$ cat config.mk
export PLATFORM = sky130hd
export DESIGN_NAME = uart_rsp_framer
export DESIGN_NICKNAME = d
export VERILOG_FILES = /design/src/rtl/uart_rsp_framer_pkg.sv /design/src/rtl/uart_rsp_framer.sv
export SDC_FILE = /design/constraint.sdc
export NUM_CORES = 1
export LEC_CHECK = 0
export ABC_AREA = 1
export CAP_MARGIN = 5
export CORE_MARGIN = 8
export CORE_UTILIZATION = 40
export CTS_BUF_LIST = sky130_fd_sc_hd__clkbuf_8
export CTS_CLUSTER_SIZE = 12
export DETAILED_ROUTE_END_ITERATION = 10
export PLACE_DENSITY_LB_ADDON = 0.12
export SYNTH_ARGS = -nofsm -noshare
export SYNTH_HDL_FRONTEND = slang
export SYNTH_SLANG_ARGS = --single-unit
export TNS_END_PERCENT = 30
$ cat constraint.sdc
create_clock -name clk_i -period 2.3 [get_ports clk_i]
set_input_delay 0.46 -clock clk_i [delete_from_list [all_inputs] [get_ports clk_i]]
set_output_delay 0.46 -clock clk_i [all_outputs]
set_load 0.05 [all_outputs]
$ cat src/rtl/uart_rsp_framer_pkg.sv
// Shared types and constants for the UART response framer.
// Status-bit positions and frame lengths are used by the RTL and by anything that parses the frames.
package uart_rsp_framer_pkg;

  typedef enum logic [1:0] {
    IDLE   = 2'd0,
    STATUS = 2'd1,
    DATA   = 2'd2,
    CSUM   = 2'd3
  } state_t;

  localparam int IS_READ  = 0;
  localparam int ERR      = 1;
  localparam int INTG_ERR = 2;

  localparam int DATA_BYTES      = 4;
  localparam int FRAME_LEN_SHORT = 2;
  localparam int FRAME_LEN_READ  = DATA_BYTES + 2;

endpackage

$ cat src/rtl/uart_rsp_framer.sv
// Turns one bus response into a framed byte stream: status, optional read data (LSB first), XOR checksum.
// Responses that arrive while a frame is in flight are dropped and counted.
module uart_rsp_framer
  import uart_rsp_framer_pkg::*;
#(
  parameter logic [3:0] STATUS_TAG = 4'hA,
  parameter int         DROP_CNT_W = 8
) (
  input  logic                  clk_i,
  input  logic                  rst_i,
  input  logic                  rsp_valid_i,
  output logic                  rsp_ready_o,
  input  logic                  rsp_is_read_i,
  input  logic [31:0]           rsp_rdata_i,
  input  logic                  rsp_err_i,
  input  logic                  rsp_intg_err_i,
  output logic                  tx_valid_o,
  output logic [7:0]            tx_data_o,
  input  logic                  tx_ready_i,
  output logic                  busy_o,
  output logic                  frame_done_o,
  output logic [DROP_CNT_W-1:0] drop_cnt_o
);

  state_t                r_state;
  logic [31:0]           r_rdata;
  logic                  r_isRead;
  logic                  r_err;
  logic                  r_intgErr;
  logic                  r_txValid;
  logic [7:0]            r_txData;
  logic [7:0]            r_csum;
  logic [1:0]            r_idx;
  logic                  r_frameDone;
  logic [DROP_CNT_W-1:0] r_dropCnt;

  state_t                w_nextState;
  logic                  w_nextTxValid;
  logic [7:0]            w_nextTxData;
  logic [7:0]            w_nextCsum;
  logic [1:0]            w_nextIdx;
  logic                  w_nextFrameDone;
  logic                  w_capture;
  logic                  w_drop;
  logic                  w_xfer;
  logic                  w_goodRead;
  logic [7:0]            w_status;
  logic [1:0]            w_idxInc;
  logic [7:0]            w_firstByte;
  logic [7:0]            w_nextByte;

  assign w_capture   = rsp_valid_i && (r_state == IDLE);
  assign w_drop      = rsp_valid_i && (r_state != IDLE);
  assign w_xfer      = r_txValid && tx_ready_i;
  assign w_goodRead  = r_isRead && !r_err && !r_intgErr;
  assign w_idxInc    = r_idx + 2'd1;
  assign w_firstByte = r_rdata[7:0];
  assign w_nextByte  = r_rdata[{w_idxInc, 3'b000} +: 8];

  always_comb begin
    w_status                = '0;
    w_status[7:4]           = STATUS_TAG;
    w_status[INTG_ERR]      = rsp_intg_err_i;
    w_status[ERR]           = rsp_err_i;
    w_status[IS_READ]       = rsp_is_read_i;
  end

  // Data bytes fold into the checksum as they are loaded, so CSUM can present r_csum directly.
  always_comb begin
    w_nextState     = r_state;
    w_nextTxValid   = r_txValid;
    w_nextTxData    = r_txData;
    w_nextCsum      = r_csum;
    w_nextIdx       = r_idx;
    w_nextFrameDone = 1'b0;
    case (r_state)
      IDLE: begin
        if (w_capture) begin
          w_nextState   = STATUS;
          w_nextTxValid = 1'b1;
          w_nextTxData  = w_status;
          w_nextCsum    = w_status;
          w_nextIdx     = 2'd0;
        end
      end
      STATUS: begin
        if (w_xfer) begin
          if (w_goodRead) begin
            w_nextState  = DATA;
            w_nextTxData = w_firstByte;
            w_nextCsum   = r_csum ^ w_firstByte;
            w_nextIdx    = 2'd0;
          end else begin
            w_nextState  = CSUM;
            w_nextTxData = r_csum;
          end
        end
      end
      DATA: begin
        if (w_xfer) begin
          if (r_idx == 2'(DATA_BYTES - 1)) begin
            w_nextState  = CSUM;
            w_nextTxData = r_csum;
          end else begin
            w_nextIdx    = w_idxInc;
            w_nextTxData = w_nextByte;
            w_nextCsum   = r_csum ^ w_nextByte;
          end
        end
      end
      CSUM: begin
        if (w_xfer) begin
          w_nextState     = IDLE;
          w_nextTxValid   = 1'b0;
          w_nextFrameDone = 1'b1;
        end
      end
      default: begin
        w_nextState   = IDLE;
        w_nextTxValid = 1'b0;
      end
    endcase
  end

  always_ff @(posedge clk_i) begin
    if (rst_i) begin
      r_state     <= IDLE;
      r_txValid   <= 1'b0;
      r_txData    <= '0;
      r_csum      <= '0;
      r_idx       <= '0;
      r_frameDone <= 1'b0;
    end else begin
      r_state     <= w_nextState;
      r_txValid   <= w_nextTxValid;
      r_txData    <= w_nextTxData;
      r_csum      <= w_nextCsum;
      r_idx       <= w_nextIdx;
      r_frameDone <= w_nextFrameDone;
    end
  end

  always_ff @(posedge clk_i) begin
    if (rst_i) begin
      r_rdata   <= '0;
      r_isRead  <= 1'b0;
      r_err     <= 1'b0;
      r_intgErr <= 1'b0;
    end else if (w_capture) begin
      r_rdata   <= rsp_rdata_i;
      r_isRead  <= rsp_is_read_i;
      r_err     <= rsp_err_i;
      r_intgErr <= rsp_intg_err_i;
    end
  end

  // A response landing on the final CSUM transfer still counts: the state is not IDLE yet.
  always_ff @(posedge clk_i) begin
    if (rst_i) begin
      r_dropCnt <= '0;
    end else if (w_drop && (r_dropCnt != '1)) begin
      r_dropCnt <= r_dropCnt + 1'b1;
    end
  end

  assign rsp_ready_o  = (r_state == IDLE);
  assign busy_o       = (r_state != IDLE);
  assign tx_valid_o   = r_txValid;
  assign tx_data_o    = r_txData;
  assign frame_done_o = r_frameDone;
  assign drop_cnt_o   = r_dropCnt;

endmodule

=== After elaboration in Yosys (flattened, before gate mapping) ===
Cells that the tools add are included.

* Input bits: 39
* Flip-flop bits (word level): 65
* Logic and storage cells: 74
* Output and inout port bits: 20

* Shift operators: 1
* Bitwise logic cells: 3
* Reductions and logical operators: 17
* Eq/ne operators: 12
* Add/sub/neg operators: 2
* Mux-type cells: 28

{| class="wikitable"
|+ Operator list
! cell !! count
|-
| $mux 8 || 9
|-
| $pmux 8 s3 || 2
|-
| $shiftx 32x6->8 || 1
|-
| $mux 2 || 10
|-
| $xor 8x8->8 || 2
|-
| $ne 2x2->1 const B || 6
|-
| $add 8x1->8 const B || 1
|-
| $ne 8x8->1 const B || 1
|-
| $pmux 2 s4 || 1
|-
| $eq 2x2->1 const B || 3
|-
| $logic_and 1x1->1 || 6
|-
| $pmux 2 s3 || 1
|-
| $reduce_and 6->1 || 1
|-
| $reduce_and 5->1 || 1
|-
| $mux 1 || 4
|-
| $reduce_and 4->1 || 1
|-
| $reduce_bool 2->1 || 2
|-
| $reduce_and 3->1 || 1
|-
| $reduce_bool 3->1 || 1
|-
| $add 2x1->2 const B || 1
|-
| $eq 2x1->1 const B || 1
|-
| $logic_not 1->1 || 2
|-
| $logic_not 2->1 || 1
|-
| $ne 2x1->1 const B || 1
|-
| other kinds (3) || 3
|}

=== Longest topological paths before layout ===
* Depth in word-level cells: 6
* Depth in mapped cells: 12
* Gate-level depth less buffers: 12

=== Worst setup path after synthesis ===
No wires, ideal clock.

* Path type: reg-to-reg
* Start: register r_state[0]
* End: register r_csum[3]
* Cell stages (with the launch flop): 12
* Required time: 2.185 ns
* Period minus slack after synthesis: 1.840 ns
* Path slack: 0.460 ns
* Arrival: 1.725 ns
* Library setup time: 0.115 ns
* Path buffers: 1
* Path through: dfxtp_1 inv_1 ha_1 nand2_1 nand2_2 inv_2 nand2_4 nor2_8 buf_12 nand3_1 nand3_1 nor2_1

* Word-level cells in the longest chain between the ends: 4
* Elaborated cells on any way between the ends: 12
* Those cells by class: eq/ne (7); mux (1); reduce/logical (4)

{| class="wikitable"
|+ Ends and longest elaborated chain
! element !! RTL line !! RTL
|-
| start, declared || uart_rsp_framer.sv:25 || <nowiki>state_t r_state;</nowiki>
|-
| start signal, assigned || uart_rsp_framer.sv:134 || <nowiki>r_state <= w_nextState;</nowiki>
|-
| $logic_not 2->1 * || - ||
|-
| via rsp_ready_o || uart_rsp_framer.sv:12 || <nowiki>output logic rsp_ready_o,</nowiki>
|-
| $logic_and 1x1->1 || uart_rsp_framer.sv:52 || <nowiki>assign w_capture = rsp_valid_i && (r_state == IDLE);</nowiki>
|-
| $ne 2x1->1 (no line) || - ||
|-
| $reduce_and 6->1 (no line) || - ||
|-
| end signal, assigned || uart_rsp_framer.sv:137 || <nowiki>r_csum <= w_nextCsum;</nowiki>
|-
| end, declared || uart_rsp_framer.sv:32 || <nowiki>logic [7:0] r_csum;</nowiki>
|}

The timed path passes the listed nets; every way through them passes the cells marked *.
A chain may end at the register's enable or synchronous reset.

=== Final worst setup path ===
* Start: register r_dropCnt[0] (netlist: drop_cnt_o[0])
* End: output port drop_cnt_o[0]

{| class="wikitable"
|+ RTL lines
! element !! RTL line !! RTL
|-
| start, declared || uart_rsp_framer.sv:35 || <nowiki>logic [DROP_CNT_W-1:0] r_dropCnt;</nowiki>
|-
| start signal, assigned || uart_rsp_framer.sv:162 || <nowiki>r_dropCnt <= r_dropCnt + 1'b1;</nowiki>
|-
| end, declared || uart_rsp_framer.sv:22 || <nowiki>output logic [DROP_CNT_W-1:0] drop_cnt_o</nowiki>
|}

No word-level cell between the ends.

==> flow_metrics.env <==
export IMPL_hold_depth=2
export IMPL_dieArea_sq_um=11300
export IMPL_fin_tns_setup_ns=0
export IMPL_core_area_sq_um=8050
export IMPL_power_per_cell_area_nw_per_um2=1160
export IMPL_hold_path_startpoint="drop_cnt_o[4]"
export IMPL_setup_worst_path_end_class="output port"
export IMPL_clock_sinks=65
export IMPL_worst_path_largest_cell_delay_ns=0.83
export IMPL_yosys_top_cells_count="nand2_1 (109), nor2_1 (72), dfxtp_1 (65)"
export IMPL_clk_insertion_delay_late_ns=0.34
export IMPL_insertedDiodeCount=0
export IMPL_initial_antenna_violation_count=0
export IMPL_synth_edf_count=0
export IMPL_timing_final_crit_share_pct=88.2
export IMPL_max_clock_freq_ghz=0.493
export IMPL_synth_area_leader_cell="dfxtp_1"
export IMPL_syn_to_final_growth_pct=26.9
export IMPL_fp_row_count=33
export IMPL_cap_violations=0
export IMPL_via_density_per_instance=4.99
export IMPL_timing_hold_worst_class="reg -> reg"
export IMPL_ir_worst_vdd_uv=481
export IMPL_run_status="complete, no violations"
export IMPL_rr_endpoint="r_csum[0]"
export IMPL_floorplan_die_width_microns=106
export IMPL_post_cts_setup_buffers=0
export IMPL_post_drt_wl_per_cell_microns=13.7
export IMPL_slew_violations=0
export IMPL_timing_hold_ws_ns=0.472
export IMPL_synthesis_area_per_instance_sq_um=6.87
export IMPL_grt_setup_unrepaired="no"
export IMPL_grt_first_pass_wirelength_mm=14.7
export IMPL_die_height_microns=106
export IMPL_path_buf_inv=1
export IMPL_worst_path_max_delay_cell="clkdlybuf4s50_1"
export IMPL_timing_hold_violations_final=0
export IMPL_globalplace_congestion=0.885
export IMPL_syn_inst=475
export IMPL_worstPathMaxFanout=5
export IMPL_worst_endpoint_required_ns=1.84
export IMPL_clk_transition_reported_paths_ns=0.07
export IMPL_cts_tree="built"
export IMPL_number_of_top_level_pins=59
export IMPL_final_nets=580
export IMPL_worst_pin_slew_ns=0.504
export IMPL_post_synth_main_area_contributors="dfxtp_1 (40%), nand2_1 (13%), nor2_1 (8.3%)"
export IMPL_route_final_wire_length_mm=8.78
export IMPL_hold_path_endpoint="drop_cnt_o[4]"
export IMPL_synth_warnings=0
export IMPL_grt_pass1_vias=3150
export IMPL_synth_main_ff_cell="dfxtp_1"
export IMPL_fraction_of_final_layout_cells_with_drive_strength_greater_than_1_pct=7.99
export IMPL_synth_async_reset_ratio_pct=0
export IMPL_power_leakage_uw=0.00172
export IMPL_drt_pass1_iter_count=5
export IMPL_drt_antenna_violating_nets=0
export IMPL_worst_r2r_path_depth=10
export IMPL_drc_errors=0
export IMPL_finalSetupViolations=0
export IMPL_yosys_cell_count_top_type="nand2_1"
export IMPL_groute_usage_overall_pct=16.1
export IMPL_synthDominantCellAreaShare_pct=39.9
export IMPL_initial_core_util_pct=40.5
export IMPL_relSlewSlack_pct=66.3
export IMPL_grt_max_degree=54
export IMPL_r2r_slack_ns=0.38
export IMPL_yosys_register_bits=65
export IMPL_detail_route_iter0_violations=148
export IMPL_cts_htree_levels=3
export IMPL_crit_path_arrival_time_ns=1.57
export IMPL_cts_hold_buffers=0
export IMPL_cts_buffers=9
export IMPL_post_dp_hpwl_mm=6.27
export IMPL_post_cts_resize_count=0
export IMPL_crit_type="reg -> out"
export IMPL_timing_critical_path_from_type="flop"
export IMPL_clockBufferDepth=2
export IMPL_synth_sequential_area_ratio_pct=39.9
export IMPL_finClkSkew_ns=0.00784
export IMPL_ctsRootBufferMaster="clkbuf_8"
export IMPL_worst_path_dominant_cell_family="buffers and inverters"
export IMPL_syn_num_nets=522
export IMPL_worst_r2r_startpoint="r_state[0]"
export IMPL_gr_total_overflow=0
export IMPL_cp_cell_sequence="clkdlybuf4s50_1"
export IMPL_detailroute_via_count=3206
export IMPL_final_min_clock_period_ns=2.03
export IMPL_port_buffer_count=58
export IMPL_synth_distinct_cells=30
export IMPL_synth_area_sq_um=3260
-- worst max path at each step --
stage / startpoint / endpoint / slack, ns / cells after the start
after CTS: drop_cnt_o[3] / drop_cnt_o[3] / 0.25 / 1
after global routing: r_state[0] / r_csum[2] / 0.20 / 10
after global placement: tx_ready_i / r_csum[0] / 0.28 / 10
final: drop_cnt_o[0] / drop_cnt_o[0] / 0.27 / 1
after floorplan: r_state[0] / r_csum[3] / 0.46 / 11
after detailed placement: tx_ready_i / r_csum[0] / 0.22 / 8
-- registers in the layout, indices dropped and copies added, names as in the netlist --
register,cells
drop_cnt_o,8
tx_valid_o,1
r_rdata,32
r_csum,8
r_err,1
r_isRead,1
tx_data_o,8
frame_done_o,1
r_idx,2
r_state,2
r_intgErr,1
-- per-stage QoR --
stage / util (%) / cells / setup slack, ns / area, sq um / power (uW)
4_1_cts: 51.4 / 643 / 0.253 / 4140 / 4820
6_report: 51.4 / 643 / 0.271 / 4140 / 4800
5_1_grt: 51.4 / 643 / 0.197 / 4140 / 5170
2_1_floorplan: - / 475 / 0.460 / 3260 / 3190
3_3_place_gp: 48.7 / 627 / 0.278 / 3920 / 3700
3_5_place_dp: 48.7 / 627 / 0.219 / 3920 / 3730
-- cell usage in the layout, fill, tap and decap left out --
master,netlist,routed
nor2_8,1,1
inv_1,36,39
clkdlybuf4s50_1,0,56
a31oi_1,2,2
nand4_1,2,2
inv_2,4,4
clkbuf_8,2,11
nor2_2,1,1
o211ai_1,4,4
nand2_4,2,2
nand2_1,109,109
xor2_1,1,1
dfxtp_1,65,65
inv_4,1,1
nand2_2,4,4
a21oi_1,32,32
nor3_1,2,2
nor2_1,72,72
ha_1,8,8
bufinv_16,0,2
o21ai_0,50,50
nor2_4,1,1
o21ai_2,3,3
buf_12,1,2
nand3_2,2,2
buf_4,2,8
nand3_1,53,53
a21oi_2,1,1
-- per-layer routing --
| layer | vias up | GRT usage (%) | share of wire [%] |
|---|---|---|---|
| met1 | 1433 | 20.0 | 45 |
| met2 | 101 | 25.8 | 46 |
| met4 | 0 | 7.54 | 1.5 |
| li1 | 1660 | - | - |
| met3 | 12 | 4.05 | 6.9 |
| met5 | - | 0 | 0 |
-- final cells by class --
type                    count  area, sq um
clock buffers              11          151
clock inverters             5         71.3
fillers                   836         3910
inverters                  41          156
multi-input cells         350         1670
flip-flops and latches     65         1300
well taps                 105          131
repair buffers             66          661
-- worst register-to-register path, cell delays in order, from the launching register on --
cell and delay (ns):
dfxtp_1 0.46, inv_1 0.10, ha_1 0.29, nand2_1 0.11, nand2_2 0.06, inv_2 0.07, nand2_4 0.10, nor2_8 0.25
inv_1 0.14, a21oi_1 0.14, a21oi_1 0.08
-- where the power goes --
group	total [uW]	internal, uW	switching [uW]	leakage (uW)
sequential	1640	1420	217	0.000535
combinational	2070	708	1360	0.00106
clock	1090	659	428	0.000123
-- logic make-up (layout without fill, tap and decap cells) --
group / count (synthesis) / after routing / synth area share [%]
buffers and inverters: 60 / 123 / 9.01
XOR/XNOR: 1 / 1 / 0.268
AO/OA/AOI/OAI: 92 / 92 / 14.9
flip-flops: 65 / 65 / 39.9
adder cells (fa/ha/maj): 8 / 8 / 3.07
AND/OR/NAND/NOR: 249 / 249 / 32.8
Power figures use the tool's default switching activity.
